==> src/rtl/rf_access_sequencer_if.sv <==
// rf_access_sequencer_if: decode, register-file and completion signals of the sequencer
interface rf_access_sequencer_if #(
  parameter int DATA_W = 32,
  parameter int ADDR_W = 5
);
  logic              instr_valid;
  logic              instr_ready;
  logic [31:0]       instr;
  logic [ADDR_W-1:0] read_address_1;
  logic [ADDR_W-1:0] read_address_2;
  logic [DATA_W-1:0] data_register_1;
  logic [DATA_W-1:0] data_register_2;
  logic [ADDR_W-1:0] write_address;
  logic [DATA_W-1:0] data_write;
  logic              write_enable;
  logic              done_valid;
  logic              done_ready;
  logic [DATA_W-1:0] result;
  logic              illegal;
  modport master (
    input  instr_valid, instr, data_register_1, data_register_2, done_ready,
    output instr_ready, read_address_1, read_address_2, write_address, data_write,
           write_enable, done_valid, result, illegal
  );
  modport slave (
    output instr_valid, instr, data_register_1, data_register_2, done_ready,
    input  instr_ready, read_address_1, read_address_2, write_address, data_write,
           write_enable, done_valid, result, illegal
  );
endinterface

==> src/rtl/rf_access_sequencer.sv <==
// rf_access_sequencer: issues one R-type instruction through regfile read, ALU and write-back
module rf_access_sequencer #(
  parameter int DATA_W = 32,
  parameter int ADDR_W = 5
) (
  input logic clk,
  input logic reset,
  rf_access_sequencer_if.master bus
);
  typedef enum logic [2:0] {IDLE, READ, EXEC, WRITE, DONE} state_t;
  state_t state, state_n;
  logic [31:0] instr_q;
  logic [DATA_W-1:0] op_a, op_b, res_q, alu;
  logic ill_q, legal;
  logic [5:0] op, funct;
  logic [ADDR_W-1:0] rs, rt, rd;
  assign op = instr_q[31:26];
  assign funct = instr_q[5:0];
  assign rs = ADDR_W'(instr_q[25:21]);
  assign rt = ADDR_W'(instr_q[20:16]);
  assign rd = ADDR_W'(instr_q[15:11]);
  assign legal = op == 6'h00 && (funct == 6'h20 || funct == 6'h22 || funct == 6'h24 ||
                                 funct == 6'h25 || funct == 6'h2A);
  assign alu = funct == 6'h20 ? op_a + op_b :
               funct == 6'h22 ? op_a - op_b :
               funct == 6'h24 ? op_a & op_b :
               funct == 6'h25 ? op_a | op_b :
               DATA_W'($signed(op_a) < $signed(op_b));
  always_ff @(posedge clk) begin
    if (reset) begin
      state <= IDLE;
      instr_q <= '0;
      op_a <= '0;
      op_b <= '0;
      res_q <= '0;
      ill_q <= 1'b0;
    end else begin
      state <= state_n;
      if (state == IDLE && bus.instr_valid) instr_q <= bus.instr;
      if (state == READ) begin
        op_a <= bus.data_register_1;
        op_b <= bus.data_register_2;
      end
      if (state == EXEC) begin
        res_q <= legal ? alu : '0;
        ill_q <= !legal;
      end
    end
  end
  // rd==0 and illegal instructions both bypass WRITE so r0 and the regfile stay untouched
  always_comb begin
    state_n = state == IDLE  ? (bus.instr_valid ? READ : IDLE) :
              state == READ  ? EXEC :
              state == EXEC  ? (legal && rd != '0 ? WRITE : DONE) :
              state == WRITE ? DONE :
              bus.done_ready ? IDLE : DONE;
    bus.instr_ready = state == IDLE;
    bus.read_address_1 = state == IDLE ? '0 : rs;
    bus.read_address_2 = state == IDLE ? '0 : rt;
    bus.write_enable = state == WRITE;
    bus.write_address = state == WRITE ? rd : '0;
    bus.data_write = state == WRITE ? res_q : '0;
    bus.done_valid = state == DONE;
    bus.result = state == DONE ? res_q : '0;
    bus.illegal = state == DONE && ill_q;
  end
endmodule

==> src/flat_wrapper.sv <==
// flat-port wrapper written by rule: the top's interface ports become plain ports
module rf_access_sequencer_flat 
#(
  parameter int DATA_W = 32,
  parameter int ADDR_W = 5
)
  (clk, reset, bus_instr_valid, bus_instr, bus_data_register_1, bus_data_register_2, bus_done_ready, bus_instr_ready, bus_read_address_1, bus_read_address_2, bus_write_address, bus_data_write, bus_write_enable, bus_done_valid, bus_result, bus_illegal);
  rf_access_sequencer_if #(.DATA_W(DATA_W), .ADDR_W(ADDR_W)) bus_i ();
  input logic clk;
  input logic reset;
  input wire logic [$bits(bus_i.instr_valid)-1:0] bus_instr_valid;
  input wire logic [$bits(bus_i.instr)-1:0] bus_instr;
  input wire logic [$bits(bus_i.data_register_1)-1:0] bus_data_register_1;
  input wire logic [$bits(bus_i.data_register_2)-1:0] bus_data_register_2;
  input wire logic [$bits(bus_i.done_ready)-1:0] bus_done_ready;
  output wire logic [$bits(bus_i.instr_ready)-1:0] bus_instr_ready;
  output wire logic [$bits(bus_i.read_address_1)-1:0] bus_read_address_1;
  output wire logic [$bits(bus_i.read_address_2)-1:0] bus_read_address_2;
  output wire logic [$bits(bus_i.write_address)-1:0] bus_write_address;
  output wire logic [$bits(bus_i.data_write)-1:0] bus_data_write;
  output wire logic [$bits(bus_i.write_enable)-1:0] bus_write_enable;
  output wire logic [$bits(bus_i.done_valid)-1:0] bus_done_valid;
  output wire logic [$bits(bus_i.result)-1:0] bus_result;
  output wire logic [$bits(bus_i.illegal)-1:0] bus_illegal;
  assign bus_i.instr_valid = bus_instr_valid;
  assign bus_i.instr = bus_instr;
  assign bus_i.data_register_1 = bus_data_register_1;
  assign bus_i.data_register_2 = bus_data_register_2;
  assign bus_i.done_ready = bus_done_ready;
  assign bus_instr_ready = bus_i.instr_ready;
  assign bus_read_address_1 = bus_i.read_address_1;
  assign bus_read_address_2 = bus_i.read_address_2;
  assign bus_write_address = bus_i.write_address;
  assign bus_data_write = bus_i.data_write;
  assign bus_write_enable = bus_i.write_enable;
  assign bus_done_valid = bus_i.done_valid;
  assign bus_result = bus_i.result;
  assign bus_illegal = bus_i.illegal;
  rf_access_sequencer #(.DATA_W(DATA_W), .ADDR_W(ADDR_W)) u_core (.clk(clk), .reset(reset), .bus(bus_i));
endmodule
==> config.mk <==
export PLATFORM = sky130hd
export DESIGN_NAME = rf_access_sequencer_flat
export DESIGN_NICKNAME = d
export VERILOG_FILES = /design/src/rtl/rf_access_sequencer_if.sv /design/src/rtl/rf_access_sequencer.sv /design/src/flat_wrapper.sv
export SDC_FILE = /design/constraint.sdc
export NUM_CORES = 1
export LEC_CHECK = 0
export ABC_AREA = 1
export CORE_MARGIN = 10
export CORE_UTILIZATION = 43
export CTS_CLUSTER_SIZE = 25
export DETAILED_ROUTE_END_ITERATION = 8
export PLACE_DENSITY = 0.67
export SYNTH_ARGS = -nofsm -noshare
export SYNTH_HDL_FRONTEND = slang
export SYNTH_SLANG_ARGS = --single-unit
==> constraint.sdc <==
create_clock -name clk -period 2.73 [get_ports clk]
set_clock_uncertainty 0.2 [all_clocks]
set_input_delay 0.6825 -clock clk [delete_from_list [all_inputs] [get_ports clk]]
set_output_delay 0.6825 -clock clk [all_outputs]
set_load 0.01 [all_outputs]
==> After elaboration in Yosys (flattened, before gate mapping) <==
Cells that the tools add are included.
{ "op_classes": {"muxes": 17, "n_bitwise": 2, "magnitude_cmp": 1, "add_sub_neg": 2, "n_eq_ne": 9, "n_reduce_logical": 12} }
{ "op_table": {"columns": ["cell", "count"], "rows": [
  ["$mux W32", 7],
  ["$add A32 B32 Y32", 1],
  ["$and A32 B32 Y32", 1],
  ["$lt A32 B32 Y1", 1],
  ["$or A32 B32 Y32", 1],
  ["$sub A32 B32 Y32", 1],
  ["$eq A6 B6 Y1 const B", 5],
  ["$mux W3", 6],
  ["$mux W5", 3],
  ["$eq A3 B2 Y1 const B", 2],
  ["$logic_not A6 Y1", 1],
  ["$reduce_bool A5 Y1", 1],
  ["$logic_and A1 B1 Y1", 4],
  ["$logic_or A1 B1 Y1", 4],
  ["$eq A3 B1 Y1 const B", 1],
  ["$eq A3 B3 Y1 const B", 1],
  ["$logic_not A3 Y1", 1],
  ["$logic_not A1 Y1", 1],
  ["$mux W1", 1]
]} }
{ "word_totals": {"in_bits": 100, "out_inout_bits": 83, "wordCells": 49, "ff_bits": 132} }

==> Logic depth before layout (Yosys ltp) <==
Gate-level depths: netlist (run 1).
{ "logic_depth": {"word_depth": 11, "ltp_mapped": 20, "depth_no_buf": 19} }

==> Worst setup path after synthesis (run 1) <==
OpenSTA, ideal clock, no wires.
{ "synth_timing": {"path_type": "reg-to-reg", "startpoint": "register u_core.op_a[0]", "endpoint": "register u_core.res_q[20]", "path_buffers": 0, "synth_period_minus_slack_ps": 2208, "setup_slack_ps": 522, "stages_incl_launch_ff": 18, "required_ps": 2395, "setup_ps": 135, "t_arrival_ps": 1873, "cell_sequence": "dfxtp_1 -> inv_1 -> ha_1 -> inv_1 -> fa_1 -> nand2_2 -> nand2_1 -> and2_1 -> nand2_1 -> nand3_2 -> nand2_1 -> nand2_1 -> a21oi_1 -> o21ai_1 -> nand2_1 -> nand2_1 -> nand2_1 -> a21oi_1"} }
{ "synth_via": {"elab_chain_cells": 4, "word_cells_on_any_way": 5, "classes_between": "add/sub: 2; mux: 3"} }
{ "synth_lines": {"columns": ["element", "line", "source"], "rows": [
  ["from (decl)", "rf_access_sequencer.sv:13", "logic [DATA_W-1:0] op_a, op_b, res_q, alu;"],
  ["from (signal assigned)", "rf_access_sequencer.sv:41", "op_a <= bus.data_register_1;"],
  ["$sub A32 B32 Y32", "rf_access_sequencer.sv:25", "funct == 6'h22 ? op_a - op_b :"],
  ["$mux W32", "rf_access_sequencer.sv:25", null],
  ["$mux W32 *", "rf_access_sequencer.sv:24", "assign alu = funct == 6'h20 ? op_a + op_b :"],
  ["$mux W32 *", "rf_access_sequencer.sv:45", "res_q <= legal ? alu : '0;"],
  ["to (signal assigned)", "rf_access_sequencer.sv:45", null],
  ["to (decl)", "rf_access_sequencer.sv:13", null]
]} }
Every way passes the cells marked *; elsewhere a longest branch is shown, timed or not.
A chain may end at the register's enable or synchronous reset.

==> Final worst setup path (run 1) <==
{ "layout_timing": {"startpoint": "register u_core.state[0]", "endpoint": "output port bus_done_valid"} }
{ "layout_via": {"elab_chain_cells": 1} }
{ "layout_lines": {"columns": ["element", "line", "source"], "rows": [
  ["from (decl)", "rf_access_sequencer.sv:11", "state_t state, state_n;"],
  ["from (signal assigned)", "rf_access_sequencer.sv:38", "state <= state_n;"],
  ["$eq A3 B3 Y1", "rf_access_sequencer.sv:63", "bus.done_valid = state == DONE;"],
  ["to (decl)", "flat_wrapper.sv:22", "output wire logic [$bits(bus_i.done_valid)-1:0] bus_done_valid;"]
]} }
No other way between the ends.

==> impl_metrics.json, run 1 <==
{
  "outcome": "finished, final reports clean",
  "required_ns": 1.85,
  "whs_endpoint": "u_core.instr_q[27]",
  "grt_overflow": 0,
  "pre_cts_slack_ns": 0.1094,
  "grt_max_degree": 75,
  "leakage_uw": 0.006726,
  "antenna_cells": 0,
  "core_area_um2": 24390,
  "dp.cells": 2222,
  "crit_slowest_cell": "clkdlybuf4s50_1",
  "worstRegToRegCells": 17,
  "cts_sinks": 127,
  "reg2reg_from": "u_core.op_a[2]",
  "drt-total-wl_um": 40400,
  "fin_setup_tns_ns": 0,
  "grt_pass1_wl_um": 61490,
  "rr_endpoint": "u_core.res_q[13]",
  "ys_warn_count": 0,
  "viasPerCell": 5.212,
  "gp_congestion": 0.9699,
  "die_h_um": 177.7,
  "grt_pass1_vias": 11000,
  "worst_hold_startpoint": "u_core.instr_q[27]",
  "post_synth.cell_area_avg_um2": 6.204,
  "cts_buffer_depth": 2,
  "syn-cell-area_um2": 10700,
  "dpl.hpwl_um": 32110,
  "area_growth_pct": 30.61,
  "fin_crit_sh": 0.9868,
  "drt_iter0_drc": 1006,
  "rsz0062_at_grt": "yes",
  "drt-pass1-iter-count": 5,
  "fmax_mhz": 371.2,
  "multi_input_area_um2": 6965,
  "crit_path_start_kind": "flip-flop",
  "synth_fp_nets": 1922,
  "synth.largest_area_cell": "dfxtp_1",
  "synth_edf_count": 0,
  "die-width_um": 177.7,
  "setup-violations-final": 0,
  "route.detailed.drc": 0,
  "post-route-min-period_ns": 2.694,
  "cpPeakStageDelay_ns": 0.56,
  "clkLatencyLatePin_ns": 0.42,
  "antenna_found_initial": 0,
  "ys_types": 45,
  "cp_cell_sequence": "nor2_2 -> nand2_1 -> buf_8 -> inv_1 -> clkdlybuf4s50_1",
  "ioPinCount": 183,
  "rows": 57,
  "synthFlopType": "dfxtp_1",
  "finalPower_uw": 6955,
  "maxSlewViolCount": 0,
  "cp_num_buf_inv": 3,
  "io_buffers": 177,
  "num_vias": 11760,
  "postLayoutSetupSlackWorst_ns": 0.03592,
  "cellPowerDensity_nw_per_um2": 497.8,
  "worst_ir_drop_vdd_mv": 0.4015,
  "synth_top_area_frac": 0.2377,
  "stdcell_count": 2257,
  "async_reset_ff_frac": 0,
  "crit_path_end_kind": "primary output",
  "ant_nets": 0,
  "synth-seq-area-share": 0.2377,
  "fillers": 2492,
  "cap_violations": 0,
  "final_common_cell": "nand2_1",
  "critPathArrivalTime_ns": 1.81,
  "min_path_type": "reg2reg",
  "post_synth_inst_count": 1724,
  "tightest_slew_ns": 0.6311,
  "register_area_um2": 2546,
  "final_cell_mix": "343 x nand2_1, 253 x inv_1, 196 x a21oi_1, 182 x nor2_1, 141 x o21ai_0",
  "htree_levels": 4,
  "path_class": "reg2out",
  "crit_family": "buffers and inverters",
  "grt_usage": 0.2482,
  "finalHoldViolations": 0,
  "slew_headroom": 0.5793,
  "die-area_um2": 31580,
  "drive_gt1_frac": 0.1247,
  "holdPathStages": 2,
  "clock-root-buffer": "clkbuf_16",
  "synth_seq_cells": 127,
  "start_util": 0.4385,
  "cp_max_fo": 34,
  "cts_tree": "yes",
  "synth_area_leaders": "dfxtp_1 24%, nand2_1 12%, ha_1 11%, a21oi_1 9.6%, inv_1 8.9%",
  "final_nets": 2118,
  "holdBufCountCts": 0,
  "numCtsBuffers": 17,
  "cts.clk_slew.worst_paths_ns": 0.07,
  "reg2reg_slack_ns": 0.11,
  "hold_slack_ns": 0.2578,
  "routedWlPerCell_um": 17.90
}
==> logic make-up after synthesis <==
group / synth area share
flip-flops: 0.2377
adder cells (fa/ha/maj): 0.1160
XOR/XNOR: 0.01392
AND/OR/NAND/NOR: 0.2859
AO/OA/AOI/OAI: 0.2127
buffers and inverters: 0.1338
==> state kept, by name, indices dropped and copies added (netlist names) <==
register and cells:
u_core.ill_q 1, u_core.op_a 32, u_core.res_q 32, u_core.op_b 32
u_core.state 3, u_core.instr_q 27
==> power breakdown <==
group / internal (uW) / switching [uW] / total (uW)
logic: 920 / 1540 / 2460
clock network: 1460 / 1010 / 2460
registers: 1970 / 65.3 / 2030
total: 4340 / 2610 / 6950
==> worst max path at each step <==
stage	start	to	slack, ns	cells past startpoint
after floorplan	u_core.op_a[0]	u_core.res_q[20]	0.52	17
after global placement	u_core.op_b[13]	u_core.res_q[17]	0.13	15
after detailed placement	u_core.state[0]	bus_data_write[28]	0.11	5
after CTS	u_core.state[2]	bus_read_address_2[3]	-0.04	5
after global routing	u_core.state[0]	bus_done_valid	-0.02	5
final	u_core.state[0]	bus_done_valid	0.04	5
==> layout make-up <==
type                       count  area share
timing repair inverter         2   0.0008956
clock inverter                14     0.01316
clock buffer                  18     0.03072
inverter                     269     0.07362
tap                          324     0.02902
multi-input combinational   1250      0.4986
timing repair buffer         253      0.1718
sequential                   127      0.1822
==> routing by layer <==
metal	track usage	wire length [um]	vias up	part of all wire
li1	-	-	5923	-
met5	0	0	-	0
met1	0.3381	18930	5395	0.47
met2	0.3992	17740	412	0.44
met4	0.05592	563	0	0.014
met3	0.04441	3159	33	0.078
==> worst min-delay path, delay by kind of cell, from the launching register on <==
kind                   cells  cell delay (ns)
buffers and inverters      1             0.06
DFF                        1             0.30
AOI/OAI and AO/OA          1             0.06
==> synth_stat cells (15+ instances only) <==
cell / instances
o21ai_0: 144
nor2_1: 194
dfxtp_1: 127
nand3_1: 92
inv_1: 255
nand2_2: 17
clkbuf_1: 38
ha_1: 96
nand2_1: 347
nand4_1: 15
a21oi_1: 205
xor2_1: 16
nor3_1: 15
==> what timing repair did <==
item / CTS / global route
pin swaps: 1 / 1
cloned: 2 / 0
endpoints found under the setup margin: 81 / 57
gates resized for setup: 51 / 98
setup buffers: 1 / 0
==> metrics by stage <==
step | utilization | area [um2]
5_1_grt | 0.5728 | 13970
2_1_floorplan | - | 10700
3_5_place_dp | 0.5351 | 13050
3_3_place_gp | 0.5351 | 13050
6_report | 0.5728 | 13970
4_1_cts | 0.5602 | 13660
(Power assumes the default switching activity.)
==> run 2: changes to the inputs <==
==> constraint.sdc (replaced) <==
create_clock -name clk -period 2.9 [get_ports clk]
set_clock_uncertainty 0.2 [all_clocks]
set_input_delay 0.725 -clock clk [delete_from_list [all_inputs] [get_ports clk]]
set_output_delay 0.725 -clock clk [all_outputs]
set_load 0.01 [all_outputs]
==> impl_metrics.json, run 2 (synthesized netlist as in run 1, its figures left out) <==
{
  "die-area_um2": 31580,
  "fmax_mhz": 359.0,
  "path_class": "reg2out",
  "io_buffers": 177,
  "crit_path_start_kind": "flip-flop",
  "numCtsBuffers": 17,
  "required_ns": 1.98,
  "rsz0062_at_grt": "no",
  "area_growth_pct": 26.80,
  "viasPerCell": 5.275,
  "grt_max_degree": 131,
  "hold_slack_ns": 0.2514,
  "drive_gt1_frac": 0.08776,
  "clock-root-buffer": "clkbuf_16",
  "die-width_um": 177.7,
  "holdBufCountCts": 0,
  "drt-pass1-iter-count": 6,
  "ant_nets": 0,
  "outcome": "finished, final reports clean",
  "htree_levels": 4,
  "worst_hold_startpoint": "u_core.instr_q[28]",
  "routedWlPerCell_um": 17.51,
  "worst_ir_drop_vdd_mv": 0.3558,
  "drt-total-wl_um": 39000,
  "final_common_cell": "nand2_1",
  "grt_pass1_vias": 11060,
  "finalHoldViolations": 0,
  "tightest_slew_ns": 1.159,
  "fin_setup_tns_ns": 0,
  "dpl.hpwl_um": 30520,
  "route.detailed.drc": 0,
  "core_area_um2": 24390,
  "drt_iter0_drc": 1076,
  "start_util": 0.4385,
  "num_vias": 11750,
  "critPathLaunch": "u_core.state[0]",
  "final_cell_mix": "345 x nand2_1, 254 x inv_1, 205 x a21oi_1, 193 x nor2_1, 143 x o21ai_0",
  "final_nets": 2088,
  "top_regs": "u_core.op_a (32), u_core.op_b (32), u_core.res_q (32)",
  "min_path_type": "reg2reg",
  "cellPowerDensity_nw_per_um2": 483.9,
  "maxSlewViolCount": 0,
  "crit_path_end_kind": "primary output",
  "fin_crit_sh": 0.9607,
  "post-route-min-period_ns": 2.786,
  "cp_max_fo": 34,
  "gp_congestion": 0.9704,
  "cap_violations": 0,
  "rows": 57,
  "slew_headroom": 0.2271,
  "cts_tree": "yes",
  "die_h_um": 177.7,
  "ioPinCount": 183,
  "cts_sinks": 127,
  "cts_buffer_depth": 2,
  "cts.clk_slew.worst_paths_ns": 0.07,
  "critPathArrivalTime_ns": 1.86,
  "reg2reg_from": "u_core.op_b[16]",
  "grt_overflow": 0,
  "antenna_found_initial": 0,
  "grt_pass1_wl_um": 60290,
  "antenna_cells": 0,
  "grt_usage": 0.2415,
  "leakage_uw": 0.006197,
  "clkLatencyLatePin_ns": 0.43,
  "setup-violations-final": 0
}
## run 2: cell count changes in the layout (fill, tap and decap cells not counted), sizes merged
cell           previous run  this run
buf                      76        46
bufinv                    4         5
clkbuf                   18        17
clkdlybuf4s50           101       129
clkinv                   10         4
dlygate4sd2              44        35
dlymetal6s2s             32        13
inv                     270       276
## run 2: final cells by class
| class | count | area, um2 |
|---|---|---|
| clock buffers | 17 | 425.4 |
| clock inverters | 15 | 222.7 |
| fillers | 2516 | 10830 |
| inverters | 269 | 1026 |
| multi-input cells | 1250 | 6780 |
| flip-flops and latches | 127 | 2544 |
| well taps | 324 | 405.4 |
| repair buffers | 223 | 2147 |
| repair inverters | 2 | 12.51 |
## run 2: per-stage QoR
step / instance area (um2) / util / setup WS (ns) / instances / power (uW)
2_1_floorplan: 10700 / - / 0.6570 / 1724 / 3387
3_3_place_gp: 12830 / 0.5261 / 0.1722 / 2191 / 4052
3_5_place_dp: 12830 / 0.5261 / 0.1226 / 2191 / 4074
4_1_cts: 13490 / 0.5531 / 0.001556 / 2227 / 6539
5_1_grt: 13560 / 0.5561 / 0.001350 / 2227 / 6906
6_report: 13560 / 0.5561 / 0.1141 / 2227 / 6563
## run 2: what timing repair did
action | CTS | global route
cloned | 2 | 0
gates resized for setup | 41 | 26
pin swaps | 1 | 1
setup buffers | 2 | 0
endpoints found under the setup margin | 53 | 54
## run 2: report_power, final
group	internal [uW]	total (uW)	switching, uW
sequential	1850	1910	62.2
clock	1480	2460	984
combinational	763	2190	1430
total	4090	6560	2470
## run 2: worst paths after layout
check,cells after the start,endpoint,slack (ns)
worst min register to register,2,u_core.instr_q[28],0.25
worst max-delay path,5,bus_result[6],0.11
worst max register to register,14,u_core.res_q[17],0.14
worst min-delay path,2,u_core.instr_q[28],0.25
## run 2: critical path: stages, from the launching register on
cell             delay (ns)
dfxtp_2                0.35
nor2_2                 0.13
nand2_1                0.08
buf_6                  0.20
nor2_1                 0.13
clkdlybuf4s50_1        0.55
## run 2: layer usage
layer | GRT usage | up-vias | routed length, um
li1 | - | 5869 | -
met5 | 0 | - | 0
met1 | 0.3214 | 5357 | 17830
met3 | 0.05100 | 45 | 3325
met4 | 0.06426 | 0 | 751
met2 | 0.3873 | 477 | 17090
==> run 3: changes to the inputs <==
--- a/config.mk
+++ b/config.mk
@@ -10,7 +10,9 @@
 export CORE_UTILIZATION = 43
 export CTS_CLUSTER_SIZE = 25
 export DETAILED_ROUTE_END_ITERATION = 8
+export GPL_TIMING_DRIVEN = 0
 export PLACE_DENSITY = 0.67
+export SLEW_MARGIN = 10
 export SYNTH_ARGS = -nofsm -noshare
 export SYNTH_HDL_FRONTEND = slang
 export SYNTH_SLANG_ARGS = --single-unit
==> impl_metrics.json, run 3 (synthesized netlist as in run 1, its figures left out) <==
{
  "clock_power_share": 0.348,
  "routedWlPerCell_um": 19.31,
  "fmax_mhz": 352.1,
  "final_nets": 2119,
  "cellPowerDensity_nw_per_um2": 473.8,
  "start_util": 0.4385,
  "cts_sinks": 127,
  "drt-pass1-iter-count": 6,
  "tightest_slew_ns": 1.081,
  "power.switching_uw": 2585,
  "finalHoldViolations": 0,
  "cts_tree": "yes",
  "setup-violations-final": 0,
  "drt_iter0_drc": 1032,
  "worst_hold_startpoint": "u_core.instr_q[23]",
  "top_regs": "u_core.op_a (32), u_core.op_b (32), u_core.res_q (32)",
  "path_class": "reg2out",
  "io_buffers": 176,
  "clock-root-buffer": "clkbuf_16",
  "area_growth_pct": 26.89,
  "antenna_found_initial": 1,
  "swShare": 0.4019,
  "die_h_um": 177.7,
  "post-route-min-period_ns": 2.840,
  "cp_max_fo": 10,
  "whs_endpoint": "u_core.instr_q[23]",
  "viasPerCell": 5.303,
  "num_vias": 11980,
  "slew_headroom": 0.2794,
  "clkLatencyLatePin_ns": 0.43,
  "ioPinCount": 183,
  "comb_power_share": 0.355,
  "reg2reg_slack_ns": 0.15,
  "grt_usage": 0.2686,
  "grt_pass1_vias": 11590,
  "fin_crit_sh": 0.9793,
  "p_int_uw": 3846,
  "cts_buffer_depth": 2,
  "worst_ir_drop_vdd_mv": 0.3626,
  "rsz0062_at_grt": "yes",
  "leakage_uw": 0.006204,
  "die-width_um": 177.7,
  "cts.clk_slew.worst_paths_ns": 0.07,
  "final_area_um2": 13570,
  "drive_gt1_frac": 0.08790,
  "worstRegToRegCells": 16,
  "grt_overflow": 0,
  "numCtsBuffers": 17,
  "maxSlewViolCount": 0,
  "crit_path_end_kind": "primary output",
  "holdPathStages": 2,
  "critPathArrivalTime_ns": 1.92,
  "grt_pass1_wl_um": 65450,
  "dpl.hpwl_um": 36000,
  "rows": 57,
  "core_area_um2": 24390,
  "placed_cell_area_um2": 12860,
  "outcome": "finished, final reports clean",
  "required_ns": 1.98,
  "finalPower_uw": 6431,
  "ant_nets": 0,
  "die-area_um2": 31580,
  "cap_violations": 0,
  "seqPwrFrac": 0.297,
  "final_common_cell": "nand2_1",
  "min_path_type": "reg2reg",
  "gp_congestion": 0.9719,
  "final_cell_mix": "342 x nand2_1, 254 x inv_1, 204 x a21oi_1, 190 x nor2_1, 143 x o21ai_0",
  "rr_endpoint": "u_core.res_q[18]",
  "crit_path_start_kind": "flip-flop",
  "holdBufCountCts": 0,
  "htree_levels": 4,
  "grt_max_degree": 17,
  "reg2reg_from": "u_core.op_a[0]",
  "route.detailed.drc": 0,
  "drt-total-wl_um": 43610
}
-- run 3: cell types whose count changed in the layout (fill, tap and decap cells not counted), moves of 4 or more --
cell and change:
buf_6 +8, buf_2 +11, buf_1 +4, buf_4 -24, clkbuf_1 +35, dlygate4sd2_1 +4
clkdlybuf4s50_1 -6
-- run 3: worst max-delay path by stage --
| stage | slack [ns] | startpoint | to | cells past startpoint |
|---|---|---|---|---|
| after floorplan | 0.66 | u_core.state[0] | bus_data_write[10] | 5 |
| after global placement | -0.02 | reset | u_core.op_a[0] | 6 |
| after detailed placement | -0.08 | reset | u_core.op_a[20] | 6 |
| after CTS | 0.0003 | u_core.op_a[21] | u_core.res_q[22] | 14 |
| after global routing | -0.04 | u_core.state[0] | bus_result[6] | 5 |
| final | 0.06 | u_core.state[0] | bus_result[13] | 5 |
-- run 3: layout make-up --
| class | count | area, um2 |
|---|---|---|
| Antenna cell | 1 | 2.502 |
| Buffer | 78 | 445.4 |
| Clock buffer | 18 | 439.2 |
| Clock inverter | 14 | 145.1 |
| Fill cell | 2572 | 10820 |
| Inverter | 269 | 1015 |
| Multi-Input combinational cell | 1250 | 6813 |
| Sequential cell | 127 | 2545 |
| Tap cell | 324 | 405.4 |
| Timing Repair Buffer | 178 | 1763 |
-- run 3: power groups by stage --
| stage | clock network (uW) | registers (uW) | logic, uW |
|---|---|---|---|
| after CTS | 2250 | 1910 | 2190 |
| after floorplan | 0 | 1940 | 1450 |
| after detailed placement | 0 | 1950 | 2170 |
| final | 2240 | 1910 | 2280 |
| after global routing | 2320 | 1930 | 2500 |
| after global placement | 0 | 1950 | 2150 |
-- run 3: metal layers --
layer  vias to the layer above  GRT usage  routed length (um)
li1                       5944          -                   -
met1                      5506     0.3488               19860
met2                       465     0.4276               19020
met3                        63    0.06247                3466
met4                         2    0.09239                1247
met5                         -          0                  19
-- run 3: critical path, cell delays in order, from the launching register on --
cell and delay [ns]:
dfxtp_2 0.34, nor2_2 0.19, nand2_4 0.11, clkbuf_4 0.20, nor2_1 0.11, clkdlybuf4s50_1 0.55
-- run 3: stage by stage --
step / instances / util / TNS (ns) / setup slack [ns] / hold slack [ns]
after CTS: 2258 / 0.5517 / 0 / 0.0003402 / 0.2562
after global routing: 2258 / 0.5564 / -0.09707 / -0.03838 / 0.2746
after detailed placement: 2224 / 0.5274 / -0.7825 / -0.07523 / 0.2450
after floorplan: 1724 / - / 0 / 0.6570 / 0.2300
final: 2259 / 0.5565 / 0 / 0.05992 / 0.2562
after global placement: 2224 / 0.5274 / -0.04458 / -0.01957 / 0.2404
-- run 3: what timing repair did --
item                                    CTS  global route
pin swaps                                 0             1
endpoints found under the setup margin   71            55
setup buffers                             2             0
resized for setup                        57            41
hold endpoints to repair                  0             0
